[config.mk]
export PLATFORM = sky130hd
export DESIGN_NAME = ex_mult_ctrl_flat
export DESIGN_NICKNAME = d
export VERILOG_FILES = /design/src/rtl/ex_mult_if.sv /design/src/rtl/ex_mult_ctrl.sv /design/src/flat_wrapper.sv
export SDC_FILE = /design/constraint.sdc
export NUM_CORES = 1
export LEC_CHECK = 0
export ABC_AREA = 1
export CORE_AREA = 4 4 153 155
export CTS_CLUSTER_DIAMETER = 60
export DETAILED_ROUTE_END_ITERATION = 12
export DIE_AREA = 0 0 157 159
export DONT_BUFFER_PORTS = 1
export GPL_TIMING_DRIVEN = 0
export PLACE_DENSITY = 0.78
export SYNTH_ARGS = -nofsm -noshare
export SYNTH_HDL_FRONTEND = slang
export SYNTH_SLANG_ARGS = --single-unit
[constraint.sdc]
create_clock -name clk -period 6 [get_ports clk]
set_clock_uncertainty 0.1 [all_clocks]
set_input_delay 0.3 -clock clk [delete_from_list [all_inputs] [get_ports clk]]
set_output_delay 0.3 -clock clk [all_outputs]
set_load 0.05 [all_outputs]
[src/rtl/ex_mult_if.sv]
// Request/result bundle between the EX-stage control and the multiplier.
interface ex_mult_if #(
    parameter int unsigned WIDTH = 32
);
    logic             start;
    logic             signed_op;
    logic             flush;
    logic [WIDTH-1:0] op_a;
    logic [WIDTH-1:0] op_b;
    logic             busy;
    logic             done;
    logic [WIDTH-1:0] hi;
    logic [WIDTH-1:0] lo;

    modport master (
        output start, signed_op, flush, op_a, op_b,
        input  busy, done, hi, lo
    );

    modport slave (
        input  start, signed_op, flush, op_a, op_b,
        output busy, done, hi, lo
    );
endinterface

[src/rtl/ex_mult_ctrl.sv]
// Sequential shift-and-add MULT/MULTU unit: one add per cycle, HI/LO result.
module ex_mult_ctrl #(
    parameter int unsigned WIDTH = 32
) (
    input logic       clk,
    input logic       rst_n,
    ex_mult_if.slave  bus
);
    localparam int unsigned CW = $clog2(WIDTH) + 1;
    localparam int unsigned PW = 2 * WIDTH;

    typedef enum logic [1:0] {IDLE, CALC, FIX, DONE} state_t;

    state_t           state;
    state_t           state_nxt;
    logic [WIDTH-1:0] mcand;
    logic [WIDTH-1:0] acc;
    logic [WIDTH-1:0] mplr;
    logic [CW-1:0]    cnt;
    logic             neg;
    logic             busy;
    logic             done;
    logic [WIDTH-1:0] hi;
    logic [WIDTH-1:0] lo;

    logic [WIDTH-1:0] a_abs_c;
    logic [WIDTH-1:0] b_abs_c;
    logic [WIDTH:0]   sum_c;
    logic [PW-1:0]    prod_c;
    logic [PW-1:0]    res_c;

    assign bus.busy = busy;
    assign bus.done = done;
    assign bus.hi   = hi;
    assign bus.lo   = lo;

    // Operand magnitudes; 0x80..0 maps to itself and is then read as unsigned.
    assign a_abs_c = (bus.signed_op && bus.op_a[WIDTH-1]) ? (~bus.op_a + WIDTH'(1)) : bus.op_a;
    assign b_abs_c = (bus.signed_op && bus.op_b[WIDTH-1]) ? (~bus.op_b + WIDTH'(1)) : bus.op_b;

    // One iteration: carry-keeping add, then the whole {acc, mplr} shifts right.
    assign sum_c  = {1'b0, acc} + (mplr[0] ? {1'b0, mcand} : (WIDTH+1)'(0));
    assign prod_c = {acc, mplr};
    assign res_c  = neg ? (~prod_c + PW'(1)) : prod_c;

    // State register.
    always_ff @(posedge clk or negedge rst_n) begin
        if (!rst_n) state <= IDLE;
        else        state <= state_nxt;
    end

    // Next-state decode; flush overrides every transition.
    always_comb begin
        state_nxt = state;
        unique case (state)
            IDLE:    if (bus.start) state_nxt = CALC;
            CALC:    if (cnt == CW'(WIDTH - 1)) state_nxt = FIX;
            FIX:     state_nxt = DONE;
            DONE:    state_nxt = IDLE;
            default: state_nxt = IDLE;
        endcase
        if (bus.flush) state_nxt = IDLE;
    end

    // Registered handshake outputs, decoded from the upcoming state.
    always_ff @(posedge clk or negedge rst_n) begin
        if (!rst_n) begin
            busy <= 1'b0;
            done <= 1'b0;
        end else begin
            busy <= (state_nxt == CALC) || (state_nxt == FIX);
            done <= (state_nxt == DONE);
        end
    end

    // Datapath: operand load, iteration, and HI/LO write-back.
    always_ff @(posedge clk or negedge rst_n) begin
        if (!rst_n) begin
            mcand <= '0;
            acc   <= '0;
            mplr  <= '0;
            cnt   <= '0;
            neg   <= 1'b0;
            hi    <= '0;
            lo    <= '0;
        end else begin
            unique case (state)
                IDLE: begin
                    if (bus.start && !bus.flush) begin
                        mcand <= a_abs_c;
                        mplr  <= b_abs_c;
                        neg   <= bus.signed_op & (bus.op_a[WIDTH-1] ^ bus.op_b[WIDTH-1]);
                        acc   <= '0;
                        cnt   <= '0;
                    end
                end
                CALC: begin
                    acc  <= sum_c[WIDTH:1];
                    mplr <= {sum_c[0], mplr[WIDTH-1:1]};
                    cnt  <= cnt + CW'(1);
                end
                FIX: begin
                    if (!bus.flush) begin
                        hi <= res_c[PW-1:WIDTH];
                        lo <= res_c[WIDTH-1:0];
                    end
                end
                default: ;
            endcase
        end
    end
endmodule
[src/flat_wrapper.sv]
// flat-port wrapper written by rule: the top's interface ports become plain ports
module ex_mult_ctrl_flat 
#(
    parameter int unsigned WIDTH = 32
)
  (clk, rst_n, bus_start, bus_signed_op, bus_flush, bus_op_a, bus_op_b, bus_busy, bus_done, bus_hi, bus_lo);
  ex_mult_if #(.WIDTH(WIDTH)) bus_i ();
  input logic clk;
  input logic rst_n;
  input wire logic [$bits(bus_i.start)-1:0] bus_start;
  input wire logic [$bits(bus_i.signed_op)-1:0] bus_signed_op;
  input wire logic [$bits(bus_i.flush)-1:0] bus_flush;
  input wire logic [$bits(bus_i.op_a)-1:0] bus_op_a;
  input wire logic [$bits(bus_i.op_b)-1:0] bus_op_b;
  output wire logic [$bits(bus_i.busy)-1:0] bus_busy;
  output wire logic [$bits(bus_i.done)-1:0] bus_done;
  output wire logic [$bits(bus_i.hi)-1:0] bus_hi;
  output wire logic [$bits(bus_i.lo)-1:0] bus_lo;
  assign bus_i.start = bus_start;
  assign bus_i.signed_op = bus_signed_op;
  assign bus_i.flush = bus_flush;
  assign bus_i.op_a = bus_op_a;
  assign bus_i.op_b = bus_op_b;
  assign bus_busy = bus_i.busy;
  assign bus_done = bus_i.done;
  assign bus_hi = bus_i.hi;
  assign bus_lo = bus_i.lo;
  ex_mult_ctrl #(.WIDTH(WIDTH)) u_core (.clk(clk), .rst_n(rst_n), .bus(bus_i));
endmodule
==> metrics <==
status=finished, final reports clean; crit-path max FO=10; R2R cell count=18; first drt pass iteration count=9; DP Wirelength=33600 um; DR vias=13900; Yosys Warn Count=0; Max Slew Vio Count=0; worst vdd ir=206 uV; Post-synth EDFFs=0; die height=159 um; gpl congestion=0.988; leakage power=0.00782 uW; ANT nets after route=0; internal reg-to-reg setup slack=2.95 ns; Initial Util=0.597; P&R area growth vs syn=10.9%; Yosys cell types=46; Site Rows=54; worst-path cell chain=buf_6 -> clkbuf_1 -> nand2_1 -> inv_1 -> ha_1 -> inv_1 -> fa_1 -> inv_1 -> nand3_1 -> nand3_1 -> nand2_1 -> nand2_1 -> nand2_1 -> nand2_1 -> nand2_1 -> nand2_1 -> nand2_1 -> o21ai_0; # fillers=1990; GRT Total Usage=0.347; number of global-route vias before repair=13200; drt first-iter violations=1384; share of post-route cells with drive strength above 1=0.0409; dpl ws=3.00 ns; register area=4280 um^2; Most Frequent Cell on Critical Path=nand2_1; total grt overflow=0; P_sw=2360 uW; Clock Tree Buf Depth=2; DR WL/cell=17.6 um; total CTS buffers=17; asr flop ratio synth=1.00; initial antenna violation count=0; Design Area, Final=14400 um^2; CP max stage delay=0.41 ns; internal cell power=2680 uW; commonest non-fill, non-tap cell in the layout=nand2_1; CTS tree=done; dpl cell area=13400 um^2; Antenna Cells=0; HP Class=in -> reg; Final setup viols=0; drc violations=0; post-layout util=0.662; critical path type=reg -> reg; Area contributors post-synth=dfrtp_1 33%, nand2_1 22%, inv_1 8.4%; Core Area=21800 um^2; max_cap viols=0; Reg-to-Reg End=u_core.acc[31]; CP delay by family, top=simple AND/OR/NAND/NOR gates; worst setup margin=2.95 ns; cell area after synthesis=13000 um^2; Slew headroom=0.458; die area=25000 um^2; Clock Power Share=0.224; Power Dens Cells=349 nW/um^2; largest net degree at the start of global routing=172; area of the multi-input gates=7380 um^2; dpl cells=2378; Worst path slowest cell=fa_1; Net Sw Frac=0.468; # IOs=135; Yosys reg bits=171; Tightest Pin Transition=0.814 ns; Total Routed Length=43300 um; R2R Path Start=u_core.mplr[0]; ys flop type=dfrtp_1; Peak Freq=0.328 GHz; Period minus WS final=3.05 ns; non-filler cells in the finished layout=2456; most frequent cells in the layout=764 x nand2_1, 290 x inv_1, 230 x nor2_1; hold path cells=4; CTS Sinks=171; Worst Path Buf+Inv=5; Final Cycle Share=0.509; Seq/Total Area, Yosys=0.328; Clock Pin Slew Worst Setup and Hold Paths=0.07 ns; final hold vios=0; number of vias per cell=5.67; data arrival time of the critical path=3.30 ns; unrepaired setup endpoints after global routing=no; TNS Setup=0 ns; HP Start=bus_op_a[27]; Worst setup EP type=flip-flop; CTS H-Tree Depth=4; Crit path required time=6.25 ns; syn avg cell area=6.21 um^2; Seq pwr share=0.368; CTS Root Cell=clkbuf_16; port bufs=0; cell taking the most area after synthesis=dfrtp_1; combinational power share=0.408; first-pass GRT wire length=69000 um; top-area cell type share of the netlist area=0.328; fin nets=2270; Worst-Skew Late Latency=0.44 ns; Mapped Cells=2098; WHS Endpoint=u_core.mcand[27]; Mapped Nets=2205; CP Launch Type=flip-flop; die width=157 um
[worst min-delay path: stages]
cell and delay [ns]:
inv_1 0.03, nand2_1 0.06, nand3_1 0.06, nand2_1 0.06
[area by class of cell]
class / instances / share of cell area
buffer: 55 / 0.0176
sequential: 171 / 0.296
clock buffer: 19 / 0.0300
inverter: 297 / 0.0772
multi-input combinational: 1575 / 0.511
tap: 280 / 0.0243
timing repair buffer: 46 / 0.0331
clock inverter: 13 / 0.0108
[registers in the layout, indices dropped and copies added, names as in the netlist, 2 cells and up]
name	flops
u_core.acc	32
u_core.bus.hi	32
u_core.bus.lo	32
u_core.cnt	6
u_core.mcand	32
u_core.mplr	32
u_core.state	2
[per-stage QoR]
| stage | total power (uW) | hold slack, ns |
|---|---|---|
| final | 5050 | 0.00561 |
| after CTS | 4990 | 0.00247 |
| after global routing | 5400 | 0.0324 |
| after detailed placement | 3810 | -0.0919 |
| after global placement | 3770 | -0.0921 |
| after floorplan | 3190 | -0.0956 |
[power groups by stage]
stage                     registers, uW  logic, uW  clock network (uW)
after floorplan                    1700       1490                   0
after global placement             1860       1920                   0
after detailed placement           1860       1950                   0
after CTS                          1840       2010                1140
after global routing               1880       2330                1190
final                              1860       2060                1130
[routing by layer]
layer,GRT usage,up-vias,wire length [um]
met4,0.124,0,1510
met2,0.512,768,18100
li1,-,6769,-
met5,0,-,0
met1,0.502,6294,18800
met3,0.0745,106,4820
[timing repair]
action,4_1_cts,5_1_grt
hold endpoints to repair,214,0
buffers inserted,0,0
hold buffers,46,0
gates resized for setup,0,0
[Yosys cell counts, types with 2 or more instances]
| library cell | count |
|---|---|
| a21oi_1 | 43 |
| and3_1 | 3 |
| buf_1 | 3 |
| buf_2 | 17 |
| buf_4 | 4 |
| clkbuf_1 | 29 |
| dfrtp_1 | 171 |
| ha_1 | 37 |
| inv_1 | 290 |
| inv_2 | 6 |
| nand2_1 | 764 |
| nand2_2 | 4 |
| nand3_1 | 190 |
| nand3_2 | 2 |
| nand3b_1 | 3 |
| nand4_1 | 36 |
| nor2_1 | 230 |
| nor2_2 | 9 |
| nor3_1 | 13 |
| nor3_2 | 2 |
| o211ai_1 | 5 |
| o21ai_0 | 115 |
| o21ai_1 | 8 |
| o21ai_2 | 2 |
| o21bai_1 | 13 |
| o21bai_2 | 2 |
| o221ai_1 | 10 |
| o22ai_1 | 17 |
| o31ai_1 | 2 |
| or2_2 | 6 |
| xnor2_1 | 4 |
| xor2_1 | 44 |
[worst max path at each step]
stage	from	endpoint	slack, ns	cells past startpoint
global route	u_core.mplr[0]	u_core.acc[31]	2.60	18
global placement	u_core.mplr[0]	u_core.acc[31]	3.04	18
detailed placement	u_core.mplr[0]	u_core.acc[31]	3.00	18
CTS	u_core.mplr[0]	u_core.acc[31]	2.97	18
finish	u_core.mplr[0]	u_core.acc[31]	2.95	18
floorplan	u_core.mplr[0]	u_core.acc[19]	3.63	17
[cell families after synthesis]
logic type               after synthesis  share of synthesized area
AND/OR/NAND/NOR                     1264                      0.398
AO/OA/AOI/OAI                        225                     0.0986
flip-flops                           171                      0.328
buffers and inverters                352                      0.105
XOR/XNOR                              48                     0.0323
adder cells (fa/ha/maj)               38                     0.0371
Note: power is estimated with default switching activity, not from simulation.
